==> src/rtl/desplazamiento_pkg.sv <==
// desplazamiento_pkg
// Shared definitions for the displacement-sample generator:
//   - default widths of the displacement word and of the period/counter words
//   - default heartbeat interval (clock cycles between strobes when idle)
//   - control state enumeration
package desplazamiento_pkg;

    localparam int          ANCHO_DESP_DEF    = 32'd16;
    localparam int          ANCHO_PERIODO_DEF = 32'd32;
    localparam int unsigned LATIDO_DEF        = 32'd500000000;

    typedef enum logic [1:0] {
        INACTIVO  = 2'd0,   // no stepping
        CARGA     = 2'd1,   // one cycle: new period takes effect
        CORRIENDO = 2'd2    // stepping at the active period
    } estado_t;

endpackage

==> src/rtl/contador_periodo.sv <==
// contador_periodo
// Compare-and-reset counter. It counts up while enabled, wraps to zero after
// reaching the limit, and raises a terminal-count flag in the cycle where the
// counter sits on the limit and is enabled. The flag is combinational; the
// owner registers whatever it drives from it.
// Ports:
//   clock     - clock
//   reset     - asynchronous active-high reset (count -> 0)
//   borrar    - synchronous clear, wins over counting
//   habilitar - count enable; 0 holds the count
//   limite    - terminal value (count runs 0..limite)
//   fin       - terminal-count flag
module contador_periodo
    import desplazamiento_pkg::*;
#(
    parameter int ANCHO = ANCHO_PERIODO_DEF
) (
    input  logic             clock,
    input  logic             reset,
    input  logic             borrar,
    input  logic             habilitar,
    input  logic [ANCHO-1:0] limite,
    output logic             fin
);

    logic [ANCHO-1:0] cuenta_r;

    // Count register: clear has priority, then wrap at the limit or increment.
    always_ff @(posedge clock or posedge reset) begin
        if (reset) begin
            cuenta_r <= {ANCHO{1'b0}};
        end else if (borrar) begin
            cuenta_r <= {ANCHO{1'b0}};
        end else if (habilitar) begin
            if (cuenta_r == limite) begin
                cuenta_r <= {ANCHO{1'b0}};
            end else begin
                cuenta_r <= cuenta_r + ANCHO'(1);
            end
        end
    end

    assign fin = habilitar & ~borrar & (cuenta_r == limite);

endmodule

==> src/rtl/generador_desplazamiento.sv <==
// generador_desplazamiento
// Source end of the displacement interface. A step period (clock cycles per
// displacement unit) is loaded over a valid/ready handshake; while running,
// the displacement moves by +/-1 once per period and `impulso` strobes with
// each update. With no step for LATIDO cycles a heartbeat strobe is issued
// with the displacement unchanged.
// Ports:
//   clock, reset    - clock, asynchronous active-high reset
//   periodo_data    - commanded cycles per step (0 = stop)
//   periodo_valid   - periodo_data valid
//   periodo_ready   - block can accept a period (low only in the load cycle)
//   habilitar       - 1 runs the step counter, 0 freezes it
//   sentido         - 1 increments, 0 decrements (sampled at each step)
//   desplazamiento  - current displacement (registered)
//   impulso         - one-cycle strobe on each step or heartbeat
//   periodo_activo  - period currently in force
//   vuelta          - one-cycle pulse when a step wraps the displacement
module generador_desplazamiento
    import desplazamiento_pkg::*;
#(
    parameter int          ANCHO_DESP    = ANCHO_DESP_DEF,
    parameter int          ANCHO_PERIODO = ANCHO_PERIODO_DEF,
    parameter int unsigned LATIDO        = LATIDO_DEF
) (
    input  logic                     clock,
    input  logic                     reset,
    input  logic [ANCHO_PERIODO-1:0] periodo_data,
    input  logic                     periodo_valid,
    output logic                     periodo_ready,
    input  logic                     habilitar,
    input  logic                     sentido,
    output logic [ANCHO_DESP-1:0]    desplazamiento,
    output logic                     impulso,
    output logic [ANCHO_PERIODO-1:0] periodo_activo,
    output logic                     vuelta
);

    localparam logic [ANCHO_PERIODO-1:0] LIMITE_LATIDO = ANCHO_PERIODO'(LATIDO - 32'd1);

    estado_t                  estado_r;
    logic [ANCHO_DESP-1:0]    desp_r;
    logic [ANCHO_PERIODO-1:0] periodo_activo_r;
    logic                     ready_r;
    logic                     impulso_r;
    logic                     vuelta_r;

    logic                     transferencia_s;
    logic                     carga_s;
    logic                     paso_hab_s;
    logic [ANCHO_PERIODO-1:0] limite_paso_s;
    logic                     paso_s;
    logic                     latido_s;
    logic [ANCHO_DESP-1:0]    desp_sig_s;
    logic                     vuelta_sig_s;

    assign transferencia_s = periodo_valid & ready_r;
    assign carga_s         = (estado_r == CARGA);
    assign paso_hab_s      = (estado_r == CORRIENDO) & habilitar;
    // Count runs 0..P-1, so a period of P cycles ends at P-1.
    assign limite_paso_s   = periodo_activo_r - ANCHO_PERIODO'(1);

    contador_periodo #(.ANCHO(ANCHO_PERIODO)) u_contador_paso (
        .clock     (clock),
        .reset     (reset),
        .borrar    (carga_s),
        .habilitar (paso_hab_s),
        .limite    (limite_paso_s),
        .fin       (paso_s)
    );

    // The heartbeat restarts on every step strobe, so it only fires when idle.
    contador_periodo #(.ANCHO(ANCHO_PERIODO)) u_contador_latido (
        .clock     (clock),
        .reset     (reset),
        .borrar    (paso_s),
        .habilitar (1'b1),
        .limite    (LIMITE_LATIDO),
        .fin       (latido_s)
    );

    // Next displacement value and wrap detection for the current direction.
    always_comb begin
        desp_sig_s   = desp_r;
        vuelta_sig_s = 1'b0;
        if (sentido) begin
            desp_sig_s   = desp_r + ANCHO_DESP'(1);
            vuelta_sig_s = (desp_r == {ANCHO_DESP{1'b1}});
        end else begin
            desp_sig_s   = desp_r - ANCHO_DESP'(1);
            vuelta_sig_s = (desp_r == {ANCHO_DESP{1'b0}});
        end
    end

    // Control FSM with all outputs registered.
    always_ff @(posedge clock or posedge reset) begin
        if (reset) begin
            estado_r         <= INACTIVO;
            desp_r           <= {ANCHO_DESP{1'b0}};
            periodo_activo_r <= {ANCHO_PERIODO{1'b0}};
            ready_r          <= 1'b1;
            impulso_r        <= 1'b0;
            vuelta_r         <= 1'b0;
        end else begin
            // A coincident step and heartbeat merge into a single strobe.
            impulso_r <= paso_s | latido_s;
            vuelta_r  <= paso_s & vuelta_sig_s;
            if (paso_s) begin
                desp_r <= desp_sig_s;
            end
            case (estado_r)
                INACTIVO, CORRIENDO: begin
                    // A reload while running drops the partial period; the
                    // counter is cleared in the following CARGA cycle.
                    if (transferencia_s) begin
                        periodo_activo_r <= periodo_data;
                        estado_r         <= CARGA;
                        ready_r          <= 1'b0;
                    end else begin
                        ready_r <= 1'b1;
                    end
                end
                CARGA: begin
                    ready_r <= 1'b1;
                    if (periodo_activo_r != {ANCHO_PERIODO{1'b0}}) begin
                        estado_r <= CORRIENDO;
                    end else begin
                        estado_r <= INACTIVO;
                    end
                end
                default: begin
                    estado_r <= INACTIVO;
                    ready_r  <= 1'b1;
                end
            endcase
        end
    end

    assign periodo_ready  = ready_r;
    assign desplazamiento = desp_r;
    assign periodo_activo = periodo_activo_r;
    assign impulso        = impulso_r;
    assign vuelta         = vuelta_r;

endmodule
==> config.mk <==
export PLATFORM = sky130hd
export DESIGN_NAME = generador_desplazamiento
export DESIGN_NICKNAME = d
export VERILOG_FILES = /design/src/rtl/desplazamiento_pkg.sv /design/src/rtl/contador_periodo.sv /design/src/rtl/generador_desplazamiento.sv
export SDC_FILE = /design/constraint.sdc
export NUM_CORES = 1
export LEC_CHECK = 0
export ABC_CLOCK_PERIOD_IN_PS = 4600
export CAP_MARGIN = 20
export CORE_MARGIN = 2
export CORE_UTILIZATION = 57
export CTS_BUF_LIST = sky130_fd_sc_hd__clkbuf_16
export CTS_CLUSTER_SIZE = 20
export DETAILED_ROUTE_END_ITERATION = 12
export HOLD_SLACK_MARGIN = 0.15
export PLACE_DENSITY = 0.84
export SLEW_MARGIN = 10
export SYNTH_ARGS = -nofsm -noshare
export SYNTH_HDL_FRONTEND = slang
export SYNTH_SLANG_ARGS = --single-unit
==> constraint.sdc <==
create_clock -name clock -period 4.6 [get_ports clock]
set_clock_uncertainty 0.15 [all_clocks]
set_input_delay 0.92 -clock clock [delete_from_list [all_inputs] [get_ports clock]]
set_output_delay 0.92 -clock clock [all_outputs]
set_load 0.1 [all_outputs]
# Word level (Yosys, flattened, before mapping)
# Cells that the tools add are included.
totals:
  register_bits: 117
  elab_cells: 46
  out_inout_bits: 51
  latch_bits: 0
  mem_count: 0
  ram_bits: 0
  in_bits: 37
  romBits: 0
classes:
  n_lt_le_gt_ge: 0
  n_reduce_logical: 6
  n_addsub: 5
  bitwise_logic: 9
  muxes: 12
  shift: 0
  div: 0
  eq_ne: 6
  multipliers: 0
ops:
  columns: ["operator", "n"]
  rows:
  - ["32-bit two-way mux", 5]
  - ["32-bit by 1-bit adder with 32-bit output, second input constant", 2]
  - ["32-bit by 29-bit == test with 1-bit output, second input constant", 1]
  - ["32-bit == test", 1]
  - ["32-bit nonzero test", 1]
  - ["32-bit by 1-bit subtractor with 32-bit output, second input constant", 1]
  - ["16-bit by 1-bit adder with 16-bit output, second input constant", 1]
  - ["16-bit == test, second input constant", 1]
  - ["16-bit logical NOT", 1]
  - ["16-bit two-way mux", 1]
  - ["16-bit by 1-bit subtractor with 16-bit output, second input constant", 1]
  - ["1-bit AND", 6]
  - ["2-bit two-way mux", 2]
  - ["2-bit case mux with 2 select lines", 1]
  - ["1-bit two-way mux", 3]
  - ["2-bit by 1-bit == test with 1-bit output, second input constant", 1]
  - ["2-bit == test, second input constant", 1]
  - ["2-bit logical NOT", 1]
  - ["2-bit inequality test, second input constant", 1]
  - ["1-bit inverter", 2]
  - ["2-bit AND reduction", 1]
  - ["2-bit nonzero test", 1]
  - ["2-bit OR reduction", 1]
  - ["1-bit OR", 1]

# Longest topological paths before layout
# Gate-level depths: netlist of run 1.
logic_depth:
  ltp_word: 7
  mapped_depth: 14

# Modules after synthesis
# A second synthesis of run 1 with hierarchy kept.
hier_totals:
  cells_unflattened: 890
  area_unflattened_um2: 7672.4
by_module_without_submodules:
  columns: ["module", "area_each_um2", "cells_per_inst", "n_inst", "seq_area_each_um2"]
  rows:
  - ["contador_periodo", 2174.6, 248, 2, 800.8]
  - ["generador_desplazamiento", 3323.2, 394, 1, 1327.5]

# Worst setup path after synthesis of run 1
# Ideal clock, no wire load.
synth_path:
  path_type: "flip-flop to flip-flop"
  startpoint: "reg periodo_activo_r[0] (netlist: periodo_activo[0])"
  endpoint: "reg desp_r[1] (netlist: desplazamiento[1])"
  n_path_buf: 3
  setup_slack_ns: 0.360
  stages_incl_launch_ff: 14
  arrival_time_ns: 3.963
  setup_ns: 0.127
  path_cell_list: "dfrtp_1 -> inv_1 -> ha_1 -> or4b_1 -> clkbuf_1 -> or3_1 -> a21oi_1 -> o32ai_1 -> or4_4 -> a2111oi_4 -> and3_1 -> buf_6 -> buf_12 -> mux2_4"
synth_via:
  elab_chain_cells: 3
synth_rtl:
  columns: ["element", "line_no", "text"]
  rows:
  - ["start, declared", "generador_desplazamiento.sv:42", "logic [ANCHO_PERIODO-1:0] periodo_activo_r;"]
  - ["start signal, assigned", "generador_desplazamiento.sv:99", "periodo_activo_r <= {ANCHO_PERIODO{1'b0}};"]
  - ["start signal, assigned", "generador_desplazamiento.sv:115", "periodo_activo_r <= periodo_data;"]
  - ["32-bit by 1-bit subtractor with 32-bit output", "generador_desplazamiento.sv:60", "assign limite_paso_s = periodo_activo_r - ANCHO_PERIODO'(1);"]
  - ["32-bit == test", "contador_periodo.sv:43", "assign fin = habilitar & ~borrar & (cuenta_r == limite);"]
  - ["1-bit AND", "contador_periodo.sv:43", null]
  - ["end signal, assigned", "generador_desplazamiento.sv:98", "desp_r <= {ANCHO_DESP{1'b0}};"]
  - ["end signal, assigned", "generador_desplazamiento.sv:108", "desp_r <= desp_sig_s;"]
  - ["end, declared", "generador_desplazamiento.sv:41", "logic [ANCHO_DESP-1:0] desp_r;"]
# No other way between the ends.
# A chain may end at the register's enable or synchronous reset.

# Final worst setup path of run 1
layout_path:
  startpoint: "reg periodo_activo_r[0] (netlist: periodo_activo[0])"
  endpoint: "reg u_contador_latido.cuenta_r[29]"
layout_via:
  elab_chain_cells: 4
layout_rtl:
  columns: ["element", "line_no", "text"]
  rows:
  - ["32-bit by 1-bit subtractor with 32-bit output", "generador_desplazamiento.sv:60", null]
  - ["32-bit == test", "contador_periodo.sv:43", null]
  - ["1-bit AND", "contador_periodo.sv:43", null]
  - ["32-bit two-way mux", "contador_periodo.sv:32", "end else if (borrar) begin"]
  - ["end signal, assigned", "contador_periodo.sv:31", "cuenta_r <= {ANCHO{1'b0}};"]
  - ["end signal, assigned", "contador_periodo.sv:33", "cuenta_r <= {ANCHO{1'b0}};"]
  - ["end signal, assigned", "contador_periodo.sv:36", "cuenta_r <= {ANCHO{1'b0}};"]
  - ["end, declared", "contador_periodo.sv:26", "logic [ANCHO-1:0] cuenta_r;"]
# No other way between the ends.

==> results of run 1 <==
metrics by stage:
| stage | cells | instance area (µm²) | hold slack (ns) | total power [W] | utilization |
|---|---|---|---|---|---|
| final | 1101 | 8960 | 0.368 | 0.00370 | 0.713 |
| after global routing | 1101 | 8960 | 0.379 | 0.00385 | 0.713 |
| after CTS | 1101 | 8960 | 0.356 | 0.00371 | 0.713 |
| after detailed placement | 1069 | 8360 | 0.342 | 0.00236 | 0.665 |
| after global placement | 1069 | 8360 | 0.332 | 0.00235 | 0.665 |
| after floorplan | 834 | 7300 | 0.301 | 0.00206 | - |
logic make-up (layout without fill, tap and decap cells):
kind of cell,after synthesis,in the layout,share of synthesized area
DFF,117,117,0.401
and+or+nand+nor,395,395,0.268
buffers and inverters,69,164,0.0411
AOI/OAI and AO/OA,128,128,0.120
adders and majority gates,18,18,0.0319
xor gates and xnor gates,88,88,0.107
muxes,19,19,0.0315
sequential cells by signal, indices dropped and copies added (netlist names):
name                        flops
periodo_ready                   1
u_contador_latido.cuenta_r     32
vuelta                          1
periodo_activo                 32
desplazamiento                 16
u_contador_paso.cuenta_r       32
impulso                         1
estado_r                        2
final timing paths:
path	from	slack [ns]	cells after the start	to
min in group asynchronous	reset	0.83	2	u_contador_latido.cuenta_r[13]
max in group asynchronous	reset	2.70	3	periodo_activo[18]
min	u_contador_latido.cuenta_r[0]	0.37	1	u_contador_latido.cuenta_r[0]
max reg2reg	periodo_activo[0]	0.37	12	u_contador_latido.cuenta_r[29]
max	periodo_activo[0]	0.37	12	u_contador_latido.cuenta_r[29]
min reg2reg	u_contador_latido.cuenta_r[0]	0.37	1	u_contador_latido.cuenta_r[0]
layer usage:
metal,share of wire,wire length (µm)
met5,0,0
met4,0.017,302
met3,0.044,778
met2,0.50,8750
met1,0.44,7710
synth_stat cells (3+ instances only):
cell       count  area [µm²]
buf_2          4        20.0
mux2_2         8        90.1
and4_1         6        52.6
nor2_1        77         289
nand4_1       23         144
nor2b_1        7        43.8
nor4_1        25         156
dfrtp_1      116        2900
mux2_4         6        90.1
nand2b_1       3        18.8
xnor2_1       46         403
buf_4          3        22.5
nor4b_1        4        35.0
a31oi_1        7        43.8
o211a_1        3        30.0
o31ai_1        4        30.0
nand2_1      123         462
a211oi_1       3        22.5
o21ai_0       33         165
or4_1          6        45.0
nand3_1       44         220
mux2i_1        5        50.1
and3_1        18         113
ha_1          17         213
o2111ai_1      3        26.3
nor3_1        22         110
a21oi_1       28         140
or3_1         14        87.6
inv_1         31         116
a21o_1         8        60.1
or2_2          6        37.5
xor2_1        41         359
and2_1         6        37.5
a22o_1        18         158
clkbuf_1      26        97.6
layout make-up:
| type | count | area, µm² | area share |
|---|---|---|---|
| Clock buffer | 17 | 425 | 0.0475 |
| Clock inverter | 15 | 179 | 0.0200 |
| Inverter | 32 | 123 | 0.0137 |
| Multi-Input combinational cell | 648 | 4100 | 0.457 |
| Sequential cell | 117 | 2930 | 0.327 |
| Tap cell | 172 | 215 | 0.0240 |
| Timing Repair Buffer | 100 | 993 | 0.111 |
critical path, cell delays in order (launching register included):
cell,delay [ns]
dfrtp_1,0.45
inv_1,0.10
ha_1,0.20
nor4b_2,0.61
nand2_1,0.23
a2111oi_2,0.26
o22ai_1,0.16
or4_4,0.55
a2111oi_4,0.45
nand3_1,0.26
o31ai_4,0.32
buf_4,0.29
nor2_1,0.06
where the power goes:
group          switching (W)  internal (W)
registers           0.000136       0.00110
clock network       0.000492      0.000852
logic               0.000791      0.000323
==> results_dict.tcl, run 1 <==
set metrics [dict create \
    clkSinkCount 117 \
    hpwl_um 12100 \
    ir_drop_mv 0.342 \
    ctsResizeCount 0 \
    die_width_um 117 \
    final_cell_mix "nand2_1 (123), dfrtp_1 (116), clkdlybuf4s50_1 (87)" \
    holdCritPathClass "flop to flop" \
    ys_warn_count 0 \
    drive_above_1_share 0.0829 \
    final_common_cell "nand2_1" \
    worstPathMaxFanout 26 \
    syn_area_per_cell_um2 8.75 \
    timing.fmax_mhz 236 \
    end_kind "flop" \
    grt-ovfl-total 0 \
    drt_wl_total_um 17500 \
    gr-usage-met2 0.459 \
    ios 88 \
    final_max_slew_viol_count 0 \
    portBuffers 87 \
    htreeDepth 4 \
    cts_buffers 17 \
    place.gp.congestion 0.888 \
    fill_cells 915 \
    cts-root-buf "clkbuf_16" \
    status "finished, final reports clean" \
    cts_tree "yes" \
    cts_hold_buf 0 \
    worst_pin_slew_ns 1.06 \
    worstPathArrival_ns 4.39 \
    grt_pass1_wl_um 28800 \
    crit_type "flop to flop" \
    cp_data_required_time_ns 4.76 \
    first_global_vias 5997 \
    ys_async_sr_fraction 1.00 \
    place_ws_ns 0.374 \
    dieArea_mm2 0.0137 \
    grt_use_met3 0.0541 \
    via_per_inst 5.81 \
    pwr_density_cell_mw_per_mm2 412 \
    initial_core_util 0.581 \
    post_cts_buffers 0 \
    p_leak_nw 3.93 \
    synth_edf_count 0 \
    antenna_left 0 \
    drt_iter0_drc 457 \
    num_vias 6394 \
    clk_path_buf_depth 2 \
    synth_area_mm2 0.00730 \
    grt_usage 0.270 \
    syn_inst 834 \
    core-area_mm2 0.0126 \
    rows 41 \
    syn2layout_area_growth_pct 22.7 \
    antennaDiodeCount 0 \
    drt_pre_antenna_iters 5 \
    ys.flop_type "dfrtp_1" \
    ys_seq_area_frac 0.401 \
    clk-insertion-delay-late_ns 0.43 \
    post-route-period-util 0.920 \
    avgRoutedWirePerCell_um 15.9 \
    synth_cell_types 68 \
    cp-start-kind "flop" \
    ys_ff_latch 117 \
    hold_violations 0 \
    cap_viol_max_count 0 \
    setup_viol 0 \
    path_clk_slew_ns 0.06 \
    max_slew_margin 0.292 \
    nets 971 \
    grt_max_degree 61 \
    met1_usage 0.347 \
    antenna_found_initial 0 \
    drc 0 \
    die_h_um 117 \
    fin_ws_ns 0.369 \
    period_needed_ns 4.23 \
    rsz0062_at_grt "false" \
    synth.net_count 889 \
    grt-busiest-layer "met2" \
    fin_tns_setup_ns 0 \
]
Power figures use the tool's default switching activity.
==> inputs of run 2 (changes only) <==
--- a/config.mk
+++ b/config.mk
@@ -7,8 +7,10 @@
 export LEC_CHECK = 0
 export ABC_CLOCK_PERIOD_IN_PS = 4600
 export CAP_MARGIN = 20
+export CELL_PAD_IN_SITES_DETAIL_PLACEMENT = 1
+export CELL_PAD_IN_SITES_GLOBAL_PLACEMENT = 1
 export CORE_MARGIN = 2
-export CORE_UTILIZATION = 57
+export CORE_UTILIZATION = 43
 export CTS_BUF_LIST = sky130_fd_sc_hd__clkbuf_16
 export CTS_CLUSTER_SIZE = 20
 export DETAILED_ROUTE_END_ITERATION = 12
==> run 2 against run 1 <==
Compared with the run above:
- clock power is essentially flat
- combinational power grew 4%
- power grew 1.4%
- via count grew 3.4%
- sequential cell count is the same
- clock-buffer cell count is the same
- register-to-register slack lost 0.03 ns
- final area grew 1.0%
- fmax shrank 0.68%
==> results_dict.tcl, run 2 (same netlist as run 1, synthesis figures left out) <==
set metrics [dict create \
    crit_type "flop to flop" \
    drt_iter0_drc 286 \
    worst_pin_slew_ns 1.02 \
    post_cts_buffers 0 \
    cts_tree "yes" \
    fin_tns_setup_ns 0 \
    antennaDiodeCount 0 \
    die_width_um 134 \
    holdCritPathClass "flop to flop" \
    drt_wl_total_um 21200 \
    cp_slowest_cell "nor4b_2" \
    cp-start-kind "flop" \
    final_common_cell "nand2_1" \
    drt_pre_antenna_iters 4 \
    cts_buffers 17 \
    antenna_left 0 \
    final_cell_mix "nand2_1 (123), dfrtp_1 (116), clkdlybuf4s50_1 (87)" \
    post-route-period-util 0.926 \
    timing.fmax_mhz 235 \
    fill_cells 1961 \
    worstPathMaxFanout 22 \
    multi_input_area_mm2 0.00410 \
    clk_path_buf_depth 2 \
    num_vias 6611 \
    via_per_inst 5.73 \
    cts-root-buf "clkbuf_16" \
    ir_drop_mv 0.289 \
    place_ws_ns 0.172 \
    path_cells "inv_1 -> ha_1 -> nor4b_2 -> nand2_1 -> a2111oi_2 -> o22ai_1 -> or4_4 -> a2111oi_4 -> nand3_1 -> o31ai_4 -> buf_16 -> buf_4 -> nor2_1" \
    drive_above_1_share 0.0835 \
    cts_hold_buf 0 \
    clkSinkCount 117 \
    grt_pass1_wl_um 35500 \
    initial_core_util 0.440 \
    ff_latch_area_mm2 0.00293 \
    portBuffers 87 \
    hpwl_um 14700 \
    ios 88 \
    clk-insertion-delay-late_ns 0.43 \
    hold_violations 0 \
    grt-ovfl-total 0 \
    setup_viol 0 \
    cp_data_required_time_ns 4.76 \
    dieArea_mm2 0.0180 \
    end_kind "flop" \
    grt_usage 0.248 \
    grt_max_degree 74 \
    drc 0 \
    cap_viol_max_count 0 \
    syn2layout_area_growth_pct 24.0 \
    final_max_slew_viol_count 0 \
    ctsResizeCount 0 \
    nets 977 \
    fin_ws_ns 0.340 \
    place.gp.congestion 0.847 \
    status "finished, final reports clean" \
    rows 47 \
    path_clk_slew_ns 0.06 \
    worstPathArrival_ns 4.42 \
    antenna_found_initial 0 \
    p_leak_nw 3.96 \
    core-area_mm2 0.0166 \
    htreeDepth 4 \
    slowest_delay_ns 0.65 \
    die_h_um 134 \
    avgRoutedWirePerCell_um 18.4 \
    max_slew_margin 0.316 \
    first_global_vias 7011 \
    pwr_density_cell_mw_per_mm2 414 \
    period_needed_ns 4.26 \
    rsz0062_at_grt "false" \
]
## run 2: cell type report
cell class	instances	area share
clock buffer	17	0.0470
sequential	117	0.324
clock inverter	14	0.0187
inverter	32	0.0135
tap	220	0.0304
timing repair buffer	106	0.114
multi-input combinational	648	0.453
## run 2: worst paths after layout
kind                                                    start                        endpoint  slack (ns)  cells past startpoint
worst max-delay path                        periodo_activo[0]  u_contador_latido.cuenta_r[19]        0.34                     13
worst min-delay path            u_contador_latido.cuenta_r[0]   u_contador_latido.cuenta_r[0]        0.36                      1
worst max register to register              periodo_activo[0]  u_contador_latido.cuenta_r[19]        0.34                     13
worst min register to register  u_contador_latido.cuenta_r[0]   u_contador_latido.cuenta_r[0]        0.36                      1
max in group asynchronous                               reset    u_contador_paso.cuenta_r[20]        2.50                      3
min in group asynchronous                               reset  u_contador_latido.cuenta_r[14]        0.90                      2
## run 2: per-layer routing
metal / share of wire / vias to the layer above / global-route usage
met1: 0.43 / 3326 / 0.298
met3: 0.032 / 35 / 0.0454
met5: 0 / - / 0
met2: 0.52 / 115 / 0.445
li1: - / 3135 / -
met4: 0.020 / 0 / 0.0825
## run 2: where the power goes
part / internal [W] / switching [W]
Clock: 0.000887 / 0.000473
Combinational: 0.000326 / 0.000820
Sequential: 0.00110 / 0.000140
Total: 0.00232 / 0.00143
## run 2: through the flow
step | total power [W] | instance area [µm²] | utilization | hold slack, ns | cells
floorplan | 0.00206 | 7300 | - | 0.301 | 834
global placement | 0.00238 | 8430 | 0.508 | 0.326 | 1122
detailed placement | 0.00240 | 8430 | 0.508 | 0.350 | 1122
CTS | 0.00378 | 9020 | 0.544 | 0.357 | 1153
global route | 0.00391 | 9050 | 0.546 | 0.376 | 1154
finish | 0.00375 | 9050 | 0.546 | 0.357 | 1154
## run 2: critical path, delay by kind of cell, from the launching register on
kind	cells	cell delay, ns
AO/OA/AOI/OAI	4	1.10
adder cells (fa/ha/maj)	1	0.22
buffers and inverters	3	0.45
flip-flops	1	0.46
AND/OR/NAND/NOR	5	1.77
